===== src/rtl/sd_cmd_arbiter.sv =====
// ---------------------------------------------------------------------------
// sd_cmd_arbiter
//
// Shares the single SD command-issue path between host software and the
// auto-command engine (AUTO_CMD12 / CMD23). One requester is granted at a
// time. The winner's command fields are latched and a one-cycle issue
// strobe is sent to the command path. The block then waits for
// command_complete, with a watchdog bounding the wait, and returns a
// done pulse plus error status to the owner.
//
// Ports
//   clock, reset           system clock, asynchronous active-low reset
//   sw_*                   software request and its command fields
//   auto_*                 auto-command request and its fields (no type)
//   cmd_ready              command path idle and able to accept
//   command_complete       one-cycle completion pulse from command path
//   error_in               {end_bit, timeout, crc, index} errors, valid
//                          with command_complete
//   emmit_command          one-cycle issue strobe
//   cmd_index/argument,
//   response_type,
//   command_type           latched fields of the granted command
//   command_inhibit        high from grant until done
//   sw_grant/auto_grant    one-cycle accept pulse to the winner
//   sw_done/auto_done      one-cycle completion pulse to the owner
//   err_status             {watchdog, error_in}, valid with *_done
// ---------------------------------------------------------------------------
module sd_cmd_arbiter #(
    parameter int TIMEOUT_CYCLES = 1024,
    parameter int CNT_W          = 11
) (
    input  logic        clock,
    input  logic        reset,
    input  logic        sw_req,
    input  logic [5:0]  sw_index,
    input  logic [31:0] sw_argument,
    input  logic [1:0]  sw_response_type,
    input  logic [1:0]  sw_command_type,
    input  logic        auto_req,
    input  logic [5:0]  auto_index,
    input  logic [31:0] auto_argument,
    input  logic [1:0]  auto_response_type,
    input  logic        cmd_ready,
    input  logic        command_complete,
    input  logic [3:0]  error_in,
    output logic        emmit_command,
    output logic [5:0]  cmd_index,
    output logic [31:0] cmd_argument,
    output logic [1:0]  response_type,
    output logic [1:0]  command_type,
    output logic        command_inhibit,
    output logic        sw_grant,
    output logic        auto_grant,
    output logic        sw_done,
    output logic        auto_done,
    output logic [4:0]  err_status
);

    typedef enum logic [1:0] {
        ST_IDLE  = 2'd0,
        ST_ISSUE = 2'd1,
        ST_WAIT  = 2'd2
    } state_t;

    localparam logic [1:0]       CT_ABORT     = 2'd3;
    localparam logic [1:0]       CT_NORMAL    = 2'd0;
    localparam logic             OWNER_SW     = 1'b0;
    localparam logic             OWNER_AUTO   = 1'b1;
    localparam logic [4:0]       ERR_WATCHDOG = 5'b10000;
    localparam logic [CNT_W-1:0] CNT_ZERO     = {CNT_W{1'b0}};
    localparam logic [CNT_W-1:0] CNT_ONE      = {{(CNT_W-1){1'b0}}, 1'b1};
    localparam logic [CNT_W-1:0] CNT_LAST     = CNT_W'(TIMEOUT_CYCLES - 1);

    state_t            state_q,         state_d;
    logic [CNT_W-1:0]  cnt_q,           cnt_d;
    // Records the most recent winner. Because it is updated on every grant
    // it also identifies the owner of the transaction in flight.
    logic              last_grant_q,    last_grant_d;
    logic              emmit_q,         emmit_d;
    logic [5:0]        cmd_index_q,     cmd_index_d;
    logic [31:0]       cmd_argument_q,  cmd_argument_d;
    logic [1:0]        response_type_q, response_type_d;
    logic [1:0]        command_type_q,  command_type_d;
    logic              inhibit_q,       inhibit_d;
    logic              sw_grant_q,      sw_grant_d;
    logic              auto_grant_q,    auto_grant_d;
    logic              sw_done_q,       sw_done_d;
    logic              auto_done_q,     auto_done_d;
    logic [4:0]        err_status_q,    err_status_d;

    logic              pick_sw_s;
    logic              pick_auto_s;

    // Arbitration: an abort from software pre-empts everything, a lone
    // request wins outright, a tie goes to whoever did not win last time.
    always_comb begin
        pick_sw_s   = 1'b0;
        pick_auto_s = 1'b0;
        if (sw_req && (sw_command_type == CT_ABORT)) begin
            pick_sw_s = 1'b1;
        end else if (sw_req && auto_req) begin
            if (last_grant_q == OWNER_AUTO) begin
                pick_sw_s = 1'b1;
            end else begin
                pick_auto_s = 1'b1;
            end
        end else if (sw_req) begin
            pick_sw_s = 1'b1;
        end else if (auto_req) begin
            pick_auto_s = 1'b1;
        end else begin
            pick_sw_s   = 1'b0;
            pick_auto_s = 1'b0;
        end
    end

    // Next-state and next-output logic for the IDLE/ISSUE/WAIT sequencer.
    always_comb begin
        state_d         = state_q;
        cnt_d           = cnt_q;
        last_grant_d    = last_grant_q;
        emmit_d         = 1'b0;
        cmd_index_d     = cmd_index_q;
        cmd_argument_d  = cmd_argument_q;
        response_type_d = response_type_q;
        command_type_d  = command_type_q;
        inhibit_d       = inhibit_q;
        sw_grant_d      = 1'b0;
        auto_grant_d    = 1'b0;
        sw_done_d       = 1'b0;
        auto_done_d     = 1'b0;
        err_status_d    = err_status_q;

        case (state_q)
            ST_IDLE: begin
                // Fields are captured only here; later changes on the
                // request side do not disturb the command in flight.
                if (cmd_ready && (pick_sw_s || pick_auto_s)) begin
                    state_d   = ST_ISSUE;
                    emmit_d   = 1'b1;
                    inhibit_d = 1'b1;
                    if (pick_sw_s) begin
                        sw_grant_d      = 1'b1;
                        last_grant_d    = OWNER_SW;
                        cmd_index_d     = sw_index;
                        cmd_argument_d  = sw_argument;
                        response_type_d = sw_response_type;
                        command_type_d  = sw_command_type;
                    end else begin
                        auto_grant_d    = 1'b1;
                        last_grant_d    = OWNER_AUTO;
                        cmd_index_d     = auto_index;
                        cmd_argument_d  = auto_argument;
                        response_type_d = auto_response_type;
                        command_type_d  = CT_NORMAL;
                    end
                end else begin
                    state_d = ST_IDLE;
                end
            end

            ST_ISSUE: begin
                // A completion arriving during the strobe cycle is ignored.
                state_d = ST_WAIT;
                cnt_d   = CNT_ZERO;
            end

            ST_WAIT: begin
                // A completion on the terminal-count cycle takes precedence
                // over the watchdog, so the watchdog bit stays clear.
                if (command_complete || (cnt_q == CNT_LAST)) begin
                    state_d   = ST_IDLE;
                    inhibit_d = 1'b0;
                    cnt_d     = CNT_ZERO;
                    if (last_grant_q == OWNER_AUTO) begin
                        auto_done_d = 1'b1;
                    end else begin
                        sw_done_d = 1'b1;
                    end
                    if (command_complete) begin
                        err_status_d = {1'b0, error_in};
                    end else begin
                        err_status_d = ERR_WATCHDOG;
                    end
                end else begin
                    cnt_d = cnt_q + CNT_ONE;
                end
            end

            default: begin
                state_d   = ST_IDLE;
                inhibit_d = 1'b0;
                cnt_d     = CNT_ZERO;
            end
        endcase
    end

    // State and output registers. Reset drops any transaction in flight
    // without a done pulse; software wins the first tie after reset.
    always_ff @(posedge clock or negedge reset) begin
        if (!reset) begin
            state_q         <= ST_IDLE;
            cnt_q           <= CNT_ZERO;
            last_grant_q    <= OWNER_AUTO;
            emmit_q         <= 1'b0;
            cmd_index_q     <= 6'd0;
            cmd_argument_q  <= 32'd0;
            response_type_q <= 2'd0;
            command_type_q  <= 2'd0;
            inhibit_q       <= 1'b0;
            sw_grant_q      <= 1'b0;
            auto_grant_q    <= 1'b0;
            sw_done_q       <= 1'b0;
            auto_done_q     <= 1'b0;
            err_status_q    <= 5'd0;
        end else begin
            state_q         <= state_d;
            cnt_q           <= cnt_d;
            last_grant_q    <= last_grant_d;
            emmit_q         <= emmit_d;
            cmd_index_q     <= cmd_index_d;
            cmd_argument_q  <= cmd_argument_d;
            response_type_q <= response_type_d;
            command_type_q  <= command_type_d;
            inhibit_q       <= inhibit_d;
            sw_grant_q      <= sw_grant_d;
            auto_grant_q    <= auto_grant_d;
            sw_done_q       <= sw_done_d;
            auto_done_q     <= auto_done_d;
            err_status_q    <= err_status_d;
        end
    end

    assign emmit_command   = emmit_q;
    assign cmd_index       = cmd_index_q;
    assign cmd_argument    = cmd_argument_q;
    assign response_type   = response_type_q;
    assign command_type    = command_type_q;
    assign command_inhibit = inhibit_q;
    assign sw_grant        = sw_grant_q;
    assign auto_grant      = auto_grant_q;
    assign sw_done         = sw_done_q;
    assign auto_done       = auto_done_q;
    assign err_status      = err_status_q;

endmodule

===== config.mk =====
export PLATFORM = sky130hd
export DESIGN_NAME = sd_cmd_arbiter
export DESIGN_NICKNAME = d
export VERILOG_FILES = /design/src/rtl/sd_cmd_arbiter.sv
export SDC_FILE = /design/constraint.sdc
export NUM_CORES = 1
export LEC_CHECK = 0
export CORE_ASPECT_RATIO = 0.75
export CORE_MARGIN = 5
export CORE_UTILIZATION = 40
export DETAILED_ROUTE_END_ITERATION = 8
export PLACE_DENSITY_LB_ADDON = 0.3
export SETUP_SLACK_MARGIN = 0.05
export SLEW_MARGIN = 20
export SYNTH_ARGS = -nofsm -noshare
export SYNTH_HDL_FRONTEND = slang
export SYNTH_SLANG_ARGS = --single-unit

===== constraint.sdc =====
create_clock -name clock -period 2.1 [get_ports clock]
set_input_delay 0.42 -clock clock [delete_from_list [all_inputs] [get_ports clock]]
set_output_delay 0.42 -clock clock [all_outputs]
set_load 0.03 [all_outputs]

# Word level (Yosys, flattened, before mapping)
# Cells that the tools add are included.
[word_totals]
out_inout_bits = 53
wordCells = 65
inputBits = 92
reg_bits = 67
[op_classes]
mux = 34
bitwise_logic = 1
reduce_logical = 9
addsub = 1
n_eq_ne = 6
[ops]
columns = ["cell", "count"]
rows = [
  ["$mux 32", 1],
  ["$mux 1", 24],
  ["$pmux 11 s2", 1],
  ["$add 11x1->11 const B", 1],
  ["$eq 11x10->1 const B", 1],
  ["$mux 11", 1],
  ["$mux 2", 3],
  ["$mux 6", 1],
  ["$pmux 2 s3", 1],
  ["$mux 5", 1],
  ["$eq 2x2->1 const B", 2],
  ["$ne 2x2->1 const B", 2],
  ["$reduce_and 2->1", 2],
  ["$logic_and 1x1->1", 3],
  ["$pmux 1 s3", 1],
  ["$reduce_and 3->1", 1],
  ["$eq 2x1->1 const B", 1],
  ["$logic_not 2->1", 1],
  ["$logic_or 1x1->1", 2],
  ["$not 1->1", 1],
]

# Depth between registers and ports, before layout
[logic_depth]
depth_word = 8
ltp_mapped = 6
depth_no_buf = 5

# Least setup slack after synthesis
# No wires, ideal clock.
[synth_path]
kind = "register -> register"
from = "register cnt_q[0]"
to = "register cnt_q[7]"
slack_ns = 0.493
arrival_ns = 1.525
synth_period_minus_slack_ns = 1.607
setup_time_ns = 0.082
path_stages_with_launch = 7
n_path_buf = 1
t_required_ns = 2.018
path_cell_list = "dfrtp_1 > ha_1 > and3_2 > a31oi_1 > buf_2 > o211ai_1 > a31oi_1"
[synth_via]
elab_chain_cells = 4
word_cells_on_any_way = 5
classes_between = "add/sub: 1; eq/ne: 1; mux: 2; reduce/logical: 1"
[synth_lines]
columns = ["element", "line", "source"]
rows = [
  ["from (decl)", "75", "logic [CNT_W-1:0] cnt_q, cnt_d;"],
  ["from (signal assigned)", "218", "cnt_q <= cnt_d;"],
  ["parallel branches: the longest is 2 deep, another holds $add 11x1->11", "n/a", ""],
  ["$mux 11 (*)", "171", "if (command_complete || (cnt_q == CNT_LAST)) begin"],
  ["$pmux 11 s2 (*)", "134", "case (state_q)"],
]
# Every way passes the cells marked *.
# A chain may end at the register's enable or synchronous reset.

# Final worst setup path
[layout_path]
from = "register command_type_q[1], in the netlist command_type[1]"
to = "output port command_type[1]"
[layout_rtl]
columns = ["element", "line", "source"]
rows = [
  ["from (decl)", "83", "logic [1:0] command_type_q, command_type_d;"],
  ["from (signal assigned)", "224", "command_type_q <= command_type_d;"],
  ["to (decl)", "50", "output logic [1:0] command_type,"],
]
# No word-level cell between the ends.

==> flow_metrics.py <==
metrics = {
    "detailed_routing": {
        "detail_route.vias_per_cell": 5.42,
        "vias": 2763,
        "wire_per_inst_um": 18.4,
        "drc": 0,
        "detail_route.wirelength_mm": 9.38,
        "initialDrtViolationCount": 145,
        "drt.antenna.violating_nets": 0,
        "first_pass_iters": 4,
    },
    "logic_synthesis": {
        "syn-instance-count": 257,
        "average_footprint_of_a_synthesized_cell_um2": 11.4,
        "postSynthRegisterBits": 67,
        "synth-seq-area-share_pct": 57.2,
        "synthFlopType": "sky130_fd_sc_hd__dfrtp_1",
        "yosys.cell_count.top_type": "sky130_fd_sc_hd__dfrtp_1",
        "synthTopCellsByCount": "sky130_fd_sc_hd__dfrtp_1 (66), sky130_fd_sc_hd__a221o_1 (40), sky130_fd_sc_hd__and3_1 (40)",
        "netlist.area_leader.share_pct": 56.3,
        "synth.cell_area_um2": 2930,
        "mappedNetlistNets": 350,
        "synth.largest_area_cell": "sky130_fd_sc_hd__dfrtp_1",
        "synthArstFlopShare_pct": 100,
        "ys.warnings.count": 0,
        "synth_enable_flop_cells": 0,
        "post_synth_main_area_contributors": "sky130_fd_sc_hd__dfrtp_1 (56%), sky130_fd_sc_hd__a221o_1 (14%), sky130_fd_sc_hd__and3_1 (8.5%)",
        "synth_cell_type_count": 35,
    },
    "worst_setup_path": {
        "critPathCapture": "command_type[1]",
        "worst_r2r_startpoint": "state_q[1]",
        "timing_worst_setup_path_type": "reg -> out",
        "worst_r2r_endpoint": "cmd_argument[4]",
        "timing.critical_path.max_delay_family": "buffers and inverters",
        "timing.critical_path.slowest_stage_cell": "sky130_fd_sc_hd__clkdlybuf4s50_1",
        "timing.critical_path.cells": "clkdlybuf4s50_1",
        "critPathMaxFanout": 2,
        "critical_path_depth": 1,
        "worst-endpoint-arrival_ns": 1.42,
        "cp_data_required_time_ns": 1.68,
        "setup.worst_path.start": "command_type[1]",
        "worst_path_largest_cell_delay_ns": 0.71,
        "reg2reg_depth": 4,
        "worst-path-buf-inv": 1,
        "worstSetupStartpointType": "flop",
        "reg2reg_setup_slack_ns": 0.33,
        "setup.worst_path.end_class": "output port",
    },
    "cells_and_area": {
        "fillers": 610,
        "final_stage_net_count": 498,
        "multi_input_comb_area_um2": 1160,
        "flow.area_growth_from_synthesis_pct": 62.3,
        "stdcell_area_um2": 4760,
        "area.sequential_um2": 1680,
        "antenna-diode-count": 0,
        "utilization_pct": 65.9,
        "drive_above_1_share_pct": 9.29,
        "final_cells": 510,
    },
    "clock_tree": {
        "cts_setup_buffers": 0,
        "clk_path_buf_depth": 2,
        "clk_root_buffer_cell": "sky130_fd_sc_hd__clkbuf_8",
        "clk-insertion-delay-late_ns": 0.34,
        "h-tree-depth": 3,
        "ctsHoldBuffers": 0,
        "cts-buffers-inserted": 9,
        "path_clk_slew_ns": 0.07,
        "clock_sinks": 67,
        "cts_tree": "yes",
        "postCtsResizedCells": 0,
    },
    "sta": {
        "period_share_pct": 87.4,
        "transition_time_at_the_pin_with_the_least_slew_margin_ns": 0.491,
        "setup-violations-final": 0,
        "fmax_mhz": 545,
        "finalHoldViolations": 0,
        "finalMaxSlewViolations": 0,
        "setup_ws_ns": 0.264,
        "post-route-min-period_ns": 1.84,
        "aggregate_negative_setup_slack_ns": 0,
        "final.setup_skew_ns": 0.00617,
        "timing.max_slew.rel_slack_pct": 67.2,
        "hold_ws_ns": 0.0344,
        "rsz_0062_raised_after_global_routing": "no",
    },
    "global_route": {
        "gr-usage-all-layers_pct": 20.7,
        "antenna_found_initial": 0,
        "vias_in_the_first_global_route": 2868,
        "globalRouteOverflowTotal": 0,
        "global_route_wire_length_before_repair_mm": 14.9,
        "largest_net_degree_at_the_start_of_global_routing": 42,
    },
    "placed_design": {
        "placement.cell_area_um2": 4570,
        "detailedPlace.worstSlack_ns": 0.0192,
        "portBuffers": 144,
        "place_congestion": 0.805,
        "dp_hpwl_mm": 6.93,
        "post-place-cells": 495,
    },
    "floorplan": {
        "num_io_pins": 145,
        "coreArea_um2": 7230,
        "dieArea_um2": 9170,
        "fp.dieW_um": 109,
        "start_util_pct": 40.6,
        "die_h_um": 84.2,
        "number_of_placement_rows": 27,
    },
    "hold_path": {
        "timing.hold.worst.class": "in -> async",
    },
    "power_and_ir_drop": {
        "powerDensity_nw_per_um2": 1230,
        "static-leakage-power_nw": 2.14,
        "report.power.total_mw": 5.87,
        "power.ir.vdd_worst_mv": 0.521,
    },
    "flow_run": {
        "max-cap-violations": 0,
    },
    "status": {
        "result_of_the_run": "finished, final reports clean",
    },
}
==> how the worst min path moves through the flow <==
stage | cells past startpoint | endpoint | startpoint
2_1_floorplan | 0 | auto_done | reset
3_3_place_gp | 1 | cnt_q[0] | reset
3_5_place_dp | 1 | cnt_q[0] | reset
4_1_cts | 1 | cnt_q[0] | reset
5_1_grt | 1 | cnt_q[0] | reset
6_report | 1 | cnt_q[0] | reset
==> cell type report <==
| class | instances | share of cell area (%) |
|---|---|---|
| inverters | 6 | 0.473 |
| multi-input cells | 163 | 24.4 |
| clock inverters | 2 | 0.735 |
| clock buffers | 13 | 3.34 |
| well taps | 101 | 2.65 |
| flip-flops and latches | 67 | 35.2 |
| repair buffers | 158 | 33.1 |
==> per-layer routing <==
metal  share of wire [%]  up-vias  track usage, %
met5                   0        -               0
met4                 2.9        0            8.60
met3                 7.4       23            5.38
met2                  49      119            34.6
met1                  40     1329            25.4
li1                    -     1292               -
==> cell families (layout without fill, tap and decap cells) <==
kind of cell | count (synthesis) | in the layout | synth area share [%]
flip-flops | 67 | 67 | 57.2
AND/OR/NAND/NOR | 89 | 89 | 17.8
AO/OA/AOI/OAI | 73 | 73 | 20.9
adder cells (fa/ha/maj) | 1 | 1 | 0.426
buffers and inverters | 27 | 179 | 3.67
==> report_power, final <==
| part | switching (mW) | internal (mW) | leakage [nW] | total (mW) |
|---|---|---|---|---|
| Combinational | 1.44 | 1.27 | 1.18 | 2.72 |
| Clock | 0.454 | 0.606 | 0.0995 | 1.06 |
| Sequential | 0.325 | 1.76 | 0.853 | 2.09 |
==> flip-flops by register name (all words and copies together) (netlist names) <==
signal           flops
auto_done            1
auto_grant           1
cmd_argument        32
cmd_index            6
cnt_q               11
command_inhibit      1
command_type         2
emmit_command        1
err_status           5
last_grant_q         1
response_type        2
state_q              2
sw_done              1
sw_grant             1
==> cell usage in the layout, fill, tap and decap left out, types with 3 or more instances in the layout <==
cell type | synthesis | final
sky130_fd_sc_hd__a21oi_1 | 10 | 10
sky130_fd_sc_hd__a221o_1 | 40 | 40
sky130_fd_sc_hd__a22o_1 | 6 | 6
sky130_fd_sc_hd__a31oi_1 | 7 | 7
sky130_fd_sc_hd__and2_1 | 3 | 3
sky130_fd_sc_hd__and3_1 | 40 | 40
sky130_fd_sc_hd__buf_12 | 0 | 3
sky130_fd_sc_hd__buf_4 | 0 | 11
sky130_fd_sc_hd__clkbuf_8 | 0 | 11
sky130_fd_sc_hd__clkdlybuf4s50_1 | 0 | 143
sky130_fd_sc_hd__dfrtp_1 | 66 | 66
sky130_fd_sc_hd__inv_1 | 5 | 5
sky130_fd_sc_hd__nand2_1 | 11 | 11
sky130_fd_sc_hd__nand2b_1 | 3 | 3
sky130_fd_sc_hd__nand3_1 | 8 | 8
sky130_fd_sc_hd__nor2_1 | 9 | 8
sky130_fd_sc_hd__o21ai_0 | 5 | 5
(Power assumes the default switching activity.)
